**config.mk**
```make
export PLATFORM = sky130hd
export DESIGN_NAME = mem_port_arbiter
export DESIGN_NICKNAME = d
export VERILOG_FILES = /design/src/rtl/mem_port_arbiter.sv
export SDC_FILE = /design/constraint.sdc
export NUM_CORES = 1
export LEC_CHECK = 0
export ABC_AREA = 0
export BUFFER_PORTS_ARGS = -buffer_cell sky130_fd_sc_hd__buf_2
export CAP_MARGIN = 20
export CORE_MARGIN = 2
export CORE_UTILIZATION = 26
export CTS_CLUSTER_SIZE = 24
export DETAILED_ROUTE_END_ITERATION = 6
export HOLD_SLACK_MARGIN = 0.02
export MAX_ROUTING_LAYER = met4
export PLACE_DENSITY_LB_ADDON = 0.12
export SYNTH_ARGS = -nofsm -noshare
export SYNTH_HDL_FRONTEND = slang
export SYNTH_SLANG_ARGS = --single-unit
export TNS_END_PERCENT = 10
```
**constraint.sdc**
```tcl
create_clock -name clk -period 2.4 [get_ports clk]
set_input_delay 0.24 -clock clk [delete_from_list [all_inputs] [get_ports clk]]
set_output_delay 0.24 -clock clk [all_outputs]
set_load 0.01 [all_outputs]
```
**src/rtl/mem_port_arbiter.sv**
```systemverilog
// Single-port memory sequencer shared by the DLX fetch and data stages.
// Define MEM_ARB_RR_EN to alternate ties between requesters instead of fixed data priority.
module mem_port_arbiter #(
  parameter int ADDR_W  = 32,
  parameter int DATA_W  = 32,
  parameter int MEM_LAT = 2
) (
  input  logic              clk,
  input  logic              rst_n,
  input  logic              if_req,
  input  logic [ADDR_W-1:0] if_addr,
  output logic [DATA_W-1:0] if_rdata,
  output logic              if_ack,
  input  logic              dm_req,
  input  logic              dm_we,
  input  logic [ADDR_W-1:0] dm_addr,
  input  logic [DATA_W-1:0] dm_wdata,
  output logic [DATA_W-1:0] dm_rdata,
  output logic              dm_ack,
  output logic              mem_cs,
  output logic              mem_we,
  output logic [ADDR_W-1:0] mem_addr,
  output logic [DATA_W-1:0] mem_wdata,
  input  logic [DATA_W-1:0] mem_rdata,
  output logic              if_stall,
  output logic              dm_stall,
  output logic              pipe_stall
);

  typedef enum logic [1:0] {IDLE, BUSY, RESP} state_t;

  state_t              state_q, state_d;
  logic [3:0]          cnt_q, cnt_d;
  logic [ADDR_W-1:0]   addr_q, addr_d;
  logic [DATA_W-1:0]   wdata_q, wdata_d;
  logic                we_q, we_d;
  logic                owner_q, owner_d;
  logic [DATA_W-1:0]   if_rdata_q, if_rdata_d;
  logic [DATA_W-1:0]   dm_rdata_q, dm_rdata_d;
  logic                grant_dm;
`ifdef MEM_ARB_RR_EN
  logic                last_q, last_d;
`endif

  // owner/last encoding: 1 = data stage, 0 = fetch stage
  always_comb begin
    state_d    = state_q;
    cnt_d      = cnt_q;
    addr_d     = addr_q;
    wdata_d    = wdata_q;
    we_d       = we_q;
    owner_d    = owner_q;
    if_rdata_d = if_rdata_q;
    dm_rdata_d = dm_rdata_q;
    grant_dm   = 1'b0;
`ifdef MEM_ARB_RR_EN
    last_d     = last_q;
`endif
    case (state_q)
      IDLE: begin
        if (if_req || dm_req) begin
          if (if_req && dm_req) begin
`ifdef MEM_ARB_RR_EN
            grant_dm = ~last_q;
`else
            grant_dm = 1'b1;
`endif
          end else begin
            grant_dm = dm_req;
          end
          addr_d  = grant_dm ? dm_addr : if_addr;
          wdata_d = grant_dm ? dm_wdata : '0;
          we_d    = grant_dm & dm_we;
          owner_d = grant_dm;
          cnt_d   = 4'(MEM_LAT - 1);
          state_d = BUSY;
`ifdef MEM_ARB_RR_EN
          last_d  = grant_dm;
`endif
        end
      end
      BUSY: begin
        if (cnt_q == 4'd0) begin
          // stores leave the data-side read register untouched
          if (!we_q) begin
            if (owner_q) dm_rdata_d = mem_rdata;
            else         if_rdata_d = mem_rdata;
          end
          state_d = RESP;
        end else begin
          cnt_d = cnt_q - 4'd1;
        end
      end
      RESP:    state_d = IDLE;
      default: state_d = IDLE;
    endcase
  end

  always_ff @(posedge clk or negedge rst_n) begin
    if (!rst_n) begin
      state_q    <= IDLE;
      cnt_q      <= '0;
      addr_q     <= '0;
      wdata_q    <= '0;
      we_q       <= 1'b0;
      owner_q    <= 1'b0;
      if_rdata_q <= '0;
      dm_rdata_q <= '0;
`ifdef MEM_ARB_RR_EN
      last_q     <= 1'b0;
`endif
    end else begin
      state_q    <= state_d;
      cnt_q      <= cnt_d;
      addr_q     <= addr_d;
      wdata_q    <= wdata_d;
      we_q       <= we_d;
      owner_q    <= owner_d;
      if_rdata_q <= if_rdata_d;
      dm_rdata_q <= dm_rdata_d;
`ifdef MEM_ARB_RR_EN
      last_q     <= last_d;
`endif
    end
  end

  assign mem_cs     = (state_q == BUSY);
  assign mem_we     = (state_q == BUSY) & we_q;
  assign mem_addr   = addr_q;
  assign mem_wdata  = wdata_q;
  assign if_ack     = (state_q == RESP) & ~owner_q;
  assign dm_ack     = (state_q == RESP) & owner_q;
  assign if_rdata   = if_rdata_q;
  assign dm_rdata   = dm_rdata_q;
  assign if_stall   = if_req & ~if_ack;
  assign dm_stall   = dm_req & ~dm_ack;
  assign pipe_stall = if_stall | dm_stall;

endmodule
```
* After elaboration in Yosys (flattened, before gate mapping) *
Cells that the tools add are included.

cells by class
  $add $sub $neg = 1
  eq/ne operators = 5
  muxes and demuxes = 11
  bitwise logic cells = 11
  reduce and logical (&&, ||, !) cells = 10

operators with widths
  cell                                                                     number
  32-bit two-way mux                                                       2
  4-bit two-way mux                                                        2
  4-bit one-hot mux with 2 select lines                                    1
  4-bit AND reduction                                                      2
  1-bit bitwise AND                                                        6
  4-bit zero test                                                          1
  2-bit two-way mux                                                        2
  2-bit inequality test, second input constant                             2
  1-bit NOT                                                                4
  2-bit one-hot mux with 2 select lines                                    1
  2-bit AND reduction                                                      2
  4-bit by 1-bit subtractor with 4-bit output, second input constant       1
  1-bit two-way mux                                                        3
  3-bit AND reduction                                                      1
  2-bit by 1-bit equality test with 1-bit output, second input constant    1
  2-bit equality test, second input constant                               1
  2-bit zero test                                                          1
  2-bit by 1-bit inequality test with 1-bit output, second input constant  1
  2-bit nonzero test                                                       1
  1-bit logical AND                                                        1
  1-bit logical OR                                                         1
  1-bit bitwise OR                                                         1

storage, ports and cells
  register bits = 136
  word-level logic and storage cells = 46

* Longest topological paths before layout *
Gate-level depths: netlist (run 1).

  depth after elaboration = 5
  gate-level depth with buffers = 7
  gate-level depth less buffers = 5

* Worst setup path after synthesis (run 1) *
OpenSTA, ideal clock, no wires.

  kind = reg2reg
  from = register state_q[1]
  to = register dm_rdata_q[10] (netlist: dm_rdata[10])
  arrival = 1.907 ns
  data required time = 2.275 ns
  slack = 0.368 ns
  cell stages (with the launch flop) = 6
  cells stage by stage = dfrtp_1 > or3b_4 > or4b_4 > buf_6 > buf_12 > mux2_4

on the way
  word-level cells in the longest chain between the ends = 2

ends and longest elaborated chain
  item                                            RTL line  source
  start: declaration                              32        state_t state_q, state_d;
  start signal: assignment                        113       state_q <= state_d;
  2-bit by 1-bit equality test with 1-bit output  59        case (state_q)
  4-bit AND reduction (no source line)            -
  end signal: assignment                          120       dm_rdata_q <= dm_rdata_d;
  end: declaration                                39        logic [DATA_W-1:0] dm_rdata_q, dm_rdata_d;

Every way passes these cells.
A chain may end at the register's enable or synchronous reset.

* Worst setup path in the final report (run 1) *
  from = register state_q[1]
  to = register dm_rdata_q[23] (netlist: dm_rdata[23])

The elaborated chain is that of the path after synthesis.

==> key figures, run 1 <==
Setup path
  • CP max stage cell: or4b_4
  • Critical register-to-register path startpoint: state_q[1]
  • Worst path top cell family by delay: simple AND/OR/NAND/NOR gates
  • Worst-path fanout max: 32
  • R2R depth: 3
  • Max incr delay on CP: 0.83 ns
  • CP Class: flop to flop
  • CP Buf/Inv Count: 0
  • Worst EP required: 2.69 ns
  • WP data arrival: 2.52 ns
  • CP cell instances: or3b_4 > or4b_4 > mux2_4
  • Critical path capture point type: flop
  • Setup crit start kind: flop
  • Worst r2r dst: dm_rdata[23]
  • Reg2Reg Setup Slack: 0.17 ns
  • Critical path launch point: state_q[1]

Synth
  • Top FF cell, synth: dfrtp_1
  • Area share of the largest cell type after synthesis: 60.6%
  • Synth area leader: dfrtp_1
  • Cell variety after synth: 28
  • Sequential-to-total area share from yosys stat: 60.6%
  • Leading cell types by count after synthesis: dfrtp_1, o21ai_0, a22o_1, mux2_4, mux2i_1
  • EDFF count, synth: 0
  • Mapped Area: 5620 um^2
  • Synthesized Nets: 530
  • Ys async rst share: 100%
  • Post-synthesis cell count: 395
  • Post-synthesis average cell area: 14.2 um^2
  • Register bit total from synthesis: 136
  • Main area contributors after synthesis: dfrtp_1, mux2_4, mux2_2
  • Ys Warns: 0
  • Dominant cell by count in the synthesized netlist: dfrtp_1

Clock network
  • Postcts setup bufs: 0
  • CTS tree: done
  • Reg clk slew, reported paths: 0.06 ns
  • Clock Path Buffers: 2
  • H-tree depth: 4
  • Clk_lat worst skew: 0.41 ns
  • Clk sink count: 136
  • CTS buffer count: 17
  • Root buf cell: clkbuf_16

STA
  • Hold Fails Final Rpt: 0
  • Final TNS setup: 0 ns
  • Final WS setup: 0.171 ns
  • Setup-failing EPs final: 0
  • Final slew viol count: 0
  • Fmax achieved: 449 MHz
  • Fin crit period: 2.23 ns
  • Final Skew: 0.00628 ns
  • Crit share post-route: 92.9%
  • RSZ-0062 raised after global routing: no
  • Slew @ Worst Pin: 0.628 ns
  • Relative slew slack: 58.1%
  • Fin Hold WS: 0.0468 ns

Min path
  • WHS Endpoint: mem_wdata[29]
  • Hold Crit Class: input port to flop
  • Hold Crit Depth: 2
  • Hold path start: dm_wdata[29]

Die
  • I/O pins: 268
  • Die Area: 22800 um^2
  • Horiz. Die Dim: 151 um
  • Area of the core: 21100 um^2
  • Initial Util: 26.6%
  • Num rows: 53
  • Die height: 151 um

Placed design
  • Placed insts: 917
  • Pre-CTS WS: 0.170 ns
  • Final GP Congestion: 0.769
  • I/O Buffers: 267
  • Final HPWL DP: 10.8 mm

GRT
  • First-pass GRT wire length: 23.2 mm
  • Antenna violations before repair: 0
  • Largest net degree at the start of global routing: 67
  • Tot GR Track Use: 13.7%
  • Grt total ovfl: 0
  • Vias in the first global route: 4368

Detailed routing
  • Total number of vias: 4238
  • Drt via density: 4.46
  • Post-DRT Antenna Nets: 0
  • WL final: 15.0 mm
  • Detailed Route Iter0 Violations: 107
  • DR pass1 iterations: 4
  • DR DRC count: 0
  • Routed wire per std cell: 15.8 um

Power and ir drop
  • Tot Pwr: 10.9 mW
  • Worst vdd ir: 0.000486 V
  • Power density over the cells: 1380 nW/um^2
  • Leak pwr: 4.07 nW

Final layout
  • Area delta synth->final: 39.9%
  • Layout cells sized above 1: 56.4%
  • Post-Layout Cell Count: 950
  • Ant diodes: 0
  • Final nets: 797

Status
  • Outcome: complete, no violations

Job
  • Maxcap violations: 0
## registers in the layout, summed over array words and instances (netlist names)
| signal | cells |
|---|---|
| mem_wdata | 32 |
| mem_addr | 32 |
| if_rdata | 32 |
| state_q | 2 |
| owner_q | 1 |
| cnt_q | 4 |
| dm_rdata | 32 |
| we_q | 1 |
## cell type report
| cell class | count | area, um^2 |
|---|---|---|
| timing repair buffer | 278 | 1440 |
| multi-input combinational | 226 | 2030 |
| fill | 2121 | 13200 |
| clock buffer | 19 | 443 |
| tap | 275 | 344 |
| clock inverter | 13 | 193 |
| inverter | 3 | 11.3 |
| sequential | 136 | 3400 |
## cells by family (layout without fill, tap and decap cells)
| logic type | after synthesis | after routing | synth area share, % |
|---|---|---|---|
| AND/OR/NAND/NOR | 21 | 21 | 2.45 |
| buffers and inverters | 33 | 313 | 3.63 |
| multiplexers | 98 | 98 | 21.1 |
| adder cells (fa/ha/maj) | 2 | 2 | 0.445 |
| AO/OA/AOI/OAI | 105 | 105 | 11.8 |
| flip-flops | 136 | 136 | 60.6 |
## where the power goes
group	switching, mW	internal, mW	total [mW]
combinational	2.04	2.03	4.06
clock	1.02	1.78	2.80
sequential	0.583	3.41	3.99
## per-layer routing
| layer | vias up | wire [um] | global-route usage, % |
|---|---|---|---|
| li1 | 1965 | - | - |
| met1 | 2087 | 6540 | 17.0 |
| met2 | 173 | 7220 | 21.6 |
| met3 | 13 | 1120 | 4.31 |
| met4 | 0 | 163 | 3.88 |
| met5 | - | 0 | - |
## worst max-delay path by stage
stage	end	slack, ns	cells after the start
after detailed placement	dm_rdata[17]	0.17	3
final	dm_rdata[23]	0.17	3
after CTS	dm_rdata[22]	0.17	3
after floorplan	dm_rdata[10]	0.37	5
after global routing	dm_rdata[22]	0.12	3
after global placement	dm_rdata[27]	0.21	3
## layout by cell type, fill, tap and decap left out, types with 2 or more instances in the layout
master	instances
a22o_1	33
and2_1	3
buf_2	266
buf_4	9
bufinv_16	4
clkbuf_16	17
clkinv_2	2
clkinv_4	3
dfrtp_1	136
ha_1	2
inv_1	3
inv_6	2
mux2_2	32
mux2_4	33
mux2i_1	33
nand2_1	2
nand3b_1	2
nor2_1	2
nor2b_1	2
nor3b_1	2
o21ai_0	67
or2_2	3
## worst register-to-register path: stages, from the launching register on
cell and delay [ns]:
dfrtp_1 0.43, or3b_4 0.44, or4b_4 0.83, mux2_4 0.41
## stage by stage
stage / cell area [um^2] / util (%)
final: 7860 / 37.3
after global routing: 7860 / 37.3
after CTS: 7860 / 37.3
after detailed placement: 7210 / 34.2
after global placement: 7210 / 34.2
after floorplan: 5620 / -
## repair_timing
action,CTS,global route
gates resized for setup,0,0
endpoints found under the hold margin,63,0
hold buffers,1,0
No activity file was read; power rests on OpenSTA's default activity.
==> run 2, diff against run 1 <==
--- a/config.mk
+++ b/config.mk
@@ -10,11 +10,11 @@
 export CAP_MARGIN = 20
 export CORE_MARGIN = 2
 export CORE_UTILIZATION = 26
+export CTS_BUF_LIST = sky130_fd_sc_hd__clkbuf_8
 export CTS_CLUSTER_SIZE = 24
 export DETAILED_ROUTE_END_ITERATION = 6
 export HOLD_SLACK_MARGIN = 0.02
 export MAX_ROUTING_LAYER = met4
-export PLACE_DENSITY_LB_ADDON = 0.12
 export SYNTH_ARGS = -nofsm -noshare
 export SYNTH_HDL_FRONTEND = slang
 export SYNTH_SLANG_ARGS = --single-unit
==> run 2 against run 1 <==
Combinational power increased by 2%. Clock-buffer cell count shrank 2. Flip-flop and latch count is the same. Critical path depth is the same. Die area unchanged. Sequential share of layout area down 2.0 points. Worst setup slack gained 0.0086 ns. First-iteration DRC count grew 4.7%. Clock skew is 0.013 ns higher. Hold slack gained 0.019 ns. Power fell by 7.5%.
==> key figures, run 2 (synthesis gave the netlist of run 1 again) <==
Clock network
  • H-tree depth: 4 (unchanged)
  • Postcts setup bufs: 0 (unchanged)
  • Reg clk slew, reported paths: 0.08 ns (was 0.06 ns)
  • Hold_buf cts: 61 (was 1)
  • Clock Path Buffers: 2 (unchanged)
  • Post_cts resized: 0 (unchanged)
  • CTS buffer count: 17 (unchanged)
  • CTS tree: done (unchanged)
  • Clk sink count: 136 (unchanged)
  • Clk_lat worst skew: 0.44 ns (was 0.41 ns)
  • Root buf cell: clkbuf_8 (was clkbuf_16)

Power and ir drop
  • Leak pwr: 4.22 nW (was 4.07 nW)
  • Worst vdd ir: 0.000481 V (was 0.000486 V)
  • Power density over the cells: 1220 nW/um^2 (was 1380 nW/um^2)

Final layout
  • Most frequent cells in the layout: buf_2, dfrtp_1, o21ai_0 (unchanged)
  • Area delta synth->final: 46.7% (was 39.9%)
  • Layout cells sized above 1: 52.0% (was 56.4%)
  • Area of all placed cells without fillers: 8250 um^2 (was 7860 um^2)
  • Fillers: 2047 (was 2121)
  • Ant diodes: 0 (unchanged)
  • Final nets: 857 (was 797)
  • Leading cell type in the layout, fill and taps excluded: buf_2 (unchanged)

Setup path
  • Worst path top cell family by delay: simple AND/OR/NAND/NOR gates (unchanged)
  • Critical path capture point type: flop (unchanged)
  • CP cell instances: or3b_4 > or4b_4 > mux2_4 (unchanged)
  • Worst EP required: 2.71 ns (was 2.69 ns)
  • WP data arrival: 2.53 ns (was 2.52 ns)
  • Setup crit start kind: flop (unchanged)
  • CP Class: flop to flop (unchanged)
  • Max incr delay on CP: 0.82 ns (was 0.83 ns)
  • CP Buf/Inv Count: 0 (unchanged)
  • Worst-path fanout max: 32 (unchanged)
  • CP max stage cell: or4b_4 (unchanged)

GRT
  • Antenna violations before repair: 0 (unchanged)
  • Tot GR Track Use: 13.9% (was 13.7%)
  • Vias in the first global route: 4607 (was 4368)
  • First-pass GRT wire length: 23.7 mm (was 23.2 mm)
  • Grt total ovfl: 0 (unchanged)
  • Largest net degree at the start of global routing: 68 (was 67)

STA
  • Hold Fails Final Rpt: 0 (unchanged)
  • Final slew viol count: 0 (unchanged)
  • Crit share post-route: 92.5% (was 92.9%)
  • Fin crit period: 2.22 ns (was 2.23 ns)
  • Relative slew slack: 56.4% (was 58.1%)
  • Fmax achieved: 450 MHz (was 449 MHz)
  • Setup-failing EPs final: 0 (unchanged)
  • Final TNS setup: 0 ns (unchanged)
  • Slew @ Worst Pin: 0.654 ns (was 0.628 ns)
  • Final Skew: 0.0196 ns (was 0.00628 ns)
  • RSZ-0062 raised after global routing: no (unchanged)

Detailed routing
  • Routed wire per std cell: 15.0 um (was 15.8 um)
  • Total number of vias: 4366 (was 4238)
  • DR pass1 iterations: 6 (was 4)
  • Drt via density: 4.32 (was 4.46)
  • WL final: 15.2 mm (was 15.0 mm)
  • Post-DRT Antenna Nets: 0 (unchanged)
  • Detailed Route Iter0 Violations: 112 (was 107)
  • DR DRC count: 0 (unchanged)

Status
  • Outcome: complete, no violations (unchanged)

Die
  • I/O pins: 268 (unchanged)
  • Die Area: 22800 um^2 (unchanged)
  • Num rows: 53 (unchanged)
  • Horiz. Die Dim: 151 um (unchanged)
  • Die height: 151 um (unchanged)
  • Initial Util: 26.6% (unchanged)
  • Area of the core: 21100 um^2 (unchanged)

Placed design
  • DP Area: 7230 um^2 (was 7210 um^2)
  • I/O Buffers: 267 (unchanged)
  • Final GP Congestion: 0.710 (was 0.769)
  • Final HPWL DP: 10.2 mm (was 10.8 mm)

Min path
  • Hold Crit Class: input port to flop (unchanged)

Job
  • Maxcap violations: 0 (unchanged)
[run 2: changes by cell type in the layout (fill, tap and decap cells not counted), sizes merged]
cell	change
inv	+5
buf	-1
dlygate4sd3	+61
clkinv	-2
bufinv	-3
clkinvlp	+2
clkbuf	-2
[run 2: where the power goes]
| group | internal (mW) | switching, mW | leakage (nW) |
|---|---|---|---|
| Sequential | 3.40 | 0.581 | 1.65 |
| Clock | 0.864 | 1.04 | 0.193 |
| Combinational | 2.12 | 2.04 | 2.37 |
[run 2: through the flow]
| step | instances | power, mW | setup WS (ns) | hold WS [ns] | util (%) |
|---|---|---|---|---|---|
| CTS | 1009 | 10.2 | 0.183 | 0.0214 | 39.1 |
| detailed placement | 916 | 8.18 | 0.195 | 0.292 | 34.3 |
| finish | 1010 | 10.0 | 0.180 | 0.0661 | 39.1 |
| global route | 1010 | 10.8 | 0.105 | 0.0208 | 39.1 |
| floorplan | 395 | 6.43 | 0.368 | -0.0556 | - |
| global placement | 916 | 8.07 | 0.224 | 0.293 | 34.3 |
[run 2: metal layers]
layer	vias to the layer above	track usage (%)	share of wire (%)
met5	-	-	0
li1	2084	-	-
met2	178	22.0	48
met3	15	3.52	5.6
met4	0	4.35	1.4
met1	2089	17.5	45
[run 2: final cells by class]
class	count	area (um^2)	area share [%]
clock buffer	17	234	2.84
tap	275	344	4.17
clock inverter	15	158	1.91
inverter	3	11.3	0.137
sequential	136	3400	41.3
timing repair buffer	338	2070	25.1
multi-input combinational	226	2030	24.6
[run 2: worst paths after layout]
path / endpoint / slack [ns] / startpoint / cells after the start
max in group asynchronous: state_q[0] / 1.32 / rst_n / 3
min in group asynchronous: dm_rdata[4] / 0.36 / rst_n / 2
worst max register to register: dm_rdata[8] / 0.18 / state_q[0] / 3
worst min register to register: cnt_q[3] / 0.49 / cnt_q[3] / 1
worst min-delay path: dm_rdata[27] / 0.07 / mem_rdata[27] / 2
worst max-delay path: dm_rdata[8] / 0.18 / state_q[0] / 3
[run 2: worst reg2reg max path, delay by kind of cell, from the launching register on]
family / cells / cell delay [ns]
DFF: 1 / 0.42
and+or+nand+nor: 2 / 1.25
muxes: 1 / 0.43
==> run 3, diff against run 2 <==
--- a/config.mk
+++ b/config.mk
@@ -6,15 +6,16 @@
 export NUM_CORES = 1
 export LEC_CHECK = 0
 export ABC_AREA = 0
+export ABC_CLOCK_PERIOD_IN_PS = 2400
 export BUFFER_PORTS_ARGS = -buffer_cell sky130_fd_sc_hd__buf_2
 export CAP_MARGIN = 20
-export CORE_MARGIN = 2
 export CORE_UTILIZATION = 26
 export CTS_BUF_LIST = sky130_fd_sc_hd__clkbuf_8
 export CTS_CLUSTER_SIZE = 24
 export DETAILED_ROUTE_END_ITERATION = 6
 export HOLD_SLACK_MARGIN = 0.02
 export MAX_ROUTING_LAYER = met4
+export SKIP_CTS_REPAIR_TIMING = 1
 export SYNTH_ARGS = -nofsm -noshare
 export SYNTH_HDL_FRONTEND = slang
 export SYNTH_SLANG_ARGS = --single-unit
==> run 3 against run 2 <==
Utilization shrank 0.54 points. Register-to-register slack about the same. Sequential share of layout area grew 0.58 points. Wire length up 0.92%. Critical endpoint is now dm_rdata[5]. Flip-flop and latch count is the same.
==> key figures, run 3 (synthesis gave the netlist of run 1 again) <==
Status
  • Outcome: complete, no violations (unchanged)

Die
  • Initial Util: 26.6% (unchanged)
  • Num rows: 53 (unchanged)
  • I/O pins: 268 (unchanged)
  • Die Area: 22200 um^2 (was 22800 um^2)
  • Horiz. Die Dim: 149 um (was 151 um)
  • Die height: 149 um (was 151 um)
  • Area of the core: 21100 um^2 (unchanged)

Setup path
  • Reg2Reg Setup Slack: 0.17 ns (was 0.18 ns)
  • Setup crit start kind: flop (unchanged)
  • R2R depth: 3 (unchanged)
  • Critical path capture point type: flop (unchanged)
  • Critical path launch point: state_q[0] (unchanged)
  • CP cell instances: or3b_4 > or4b_4 > mux2_4 (unchanged)
  • CP max stage cell: or4b_4 (unchanged)
  • Worst-path fanout max: 32 (unchanged)
  • WP data arrival: 2.55 ns (was 2.53 ns)
  • CP Class: flop to flop (unchanged)
  • Worst EP required: 2.72 ns (was 2.71 ns)
  • Critical register-to-register path startpoint: state_q[0] (unchanged)
  • Max incr delay on CP: 0.82 ns (about the same)

Placed design
  • Final GP Congestion: 0.729 (was 0.710)
  • I/O Buffers: 267 (unchanged)
  • Final HPWL DP: 9.93 mm (was 10.2 mm)

Detailed routing
  • DR pass1 iterations: 4 (was 6)
  • Drt via density: 4.41 (was 4.32)
  • Routed wire per std cell: 15.4 um (was 15.0 um)
  • Total number of vias: 4387 (was 4366)
  • Detailed Route Iter0 Violations: 124 (was 112)
  • Post-DRT Antenna Nets: 0 (unchanged)
  • WL final: 15.3 mm (was 15.2 mm)
  • DR DRC count: 0 (unchanged)

GRT
  • Grt total ovfl: 0 (unchanged)
  • Largest net degree at the start of global routing: 68 (unchanged)
  • First-pass GRT wire length: 22.8 mm (was 23.7 mm)
  • Tot GR Track Use: 13.9% (about the same)
  • Vias in the first global route: 4306 (was 4607)
  • Antenna violations before repair: 0 (unchanged)

STA
  • Crit share post-route: 92.8% (was 92.5%)
  • Slew @ Worst Pin: 0.695 ns (was 0.654 ns)
  • Relative slew slack: 53.6% (was 56.4%)
  • RSZ-0062 raised after global routing: no (unchanged)
  • Setup-failing EPs final: 0 (unchanged)
  • Hold Fails Final Rpt: 0 (unchanged)
  • Final Skew: 0.0104 ns (was 0.0196 ns)
  • Final slew viol count: 0 (unchanged)
  • Final TNS setup: 0 ns (unchanged)
  • Fin crit period: 2.23 ns (was 2.22 ns)
  • Fmax achieved: 449 MHz (was 450 MHz)

Final layout
  • Most frequent cells in the layout: buf_2, dfrtp_1, o21ai_0 (unchanged)
  • Ant diodes: 0 (unchanged)
  • Leading cell type in the layout, fill and taps excluded: buf_2 (unchanged)
  • Area delta synth->final: 44.7% (was 46.7%)
  • Fillers: 2055 (was 2047)
  • Final nets: 842 (was 857)
  • Layout cells sized above 1: 52.9% (was 52.0%)

Min path
  • Hold Crit Class: input port to flop (unchanged)
  • Hold path start: mem_rdata[24] (was mem_rdata[27])
  • Hold Crit Depth: 2 (unchanged)

Power and ir drop
  • Power density over the cells: 1260 nW/um^2 (was 1220 nW/um^2)
  • Tot Pwr: 10.2 mW (was 10.0 mW)
  • Leak pwr: 4.17 nW (was 4.22 nW)
  • Worst vdd ir: 0.000424 V (was 0.000481 V)

Clock network
  • Clk_lat worst skew: 0.44 ns (about the same)
  • Clk sink count: 136 (unchanged)
  • CTS tree: done (unchanged)
  • H-tree depth: 4 (unchanged)
  • Reg clk slew, reported paths: 0.08 ns (about the same)
  • CTS buffer count: 17 (unchanged)
  • Clock Path Buffers: 2 (unchanged)
  • Root buf cell: clkbuf_8 (unchanged)

Job
  • Maxcap violations: 0 (unchanged)
run 3: changes by cell type in the layout (fill, tap and decap cells not counted):
cell,change
bufinv_16,+3
clkinvlp_4,-2
buf_12,-1
dlygate4sd3_1,-15
clkbuf_8,+1
clkinv_4,+2
inv_8,-5
or4_2,-1
buf_4,+1
or4_1,+1
run 3: critical path, delay by kind of cell (launching register included):
family / cells / cell delay, ns
DFF: 1 / 0.43
and+or+nand+nor: 2 / 1.25
muxes: 1 / 0.39
run 3: final cells by class:
type                       count  area, um^2  share of cell area [%]
timing repair buffer         323        1910                    23.4
clock inverter                13         194                    2.38
clock buffer                  18         248                    3.05
sequential                   136        3400                    41.9
tap                          275         344                    4.23
inverter                       3        11.3                   0.138
multi-input combinational    226        2030                    24.9
run 3: per-layer routing:
layer	share of wire (%)	global-route usage [%]
met3	5.6	3.18
met1	47	17.9
met4	1.5	5.36
met2	46	21.1
met5	0	-
run 3: metrics by stage:
step                hold slack [ns]  instances  cell area (um^2)  utilization, %  setup slack (ns)
floorplan                   -0.0556        395              5620               -             0.368
global placement              0.273        916              7220            34.2             0.221
detailed placement            0.269        916              7220            34.2             0.180
CTS                          -0.231        947              7660            36.3             0.162
global route                 0.0203        994              8130            38.6             0.101
finish                       0.0451        994              8130            38.6             0.173
run 3: power by group:
part / total, mW / switching, mW / internal [mW]
Sequential: 3.99 / 0.585 / 3.40
Clock: 2.14 / 0.968 / 1.17
Combinational: 4.11 / 2.04 / 2.08
run 3: final timing paths:
path                                 to
min in group asynchronous  dm_rdata[25]
max                         dm_rdata[5]
min reg2reg                    cnt_q[3]
max reg2reg                 dm_rdata[5]
min                        dm_rdata[24]
max in group asynchronous  mem_addr[12]
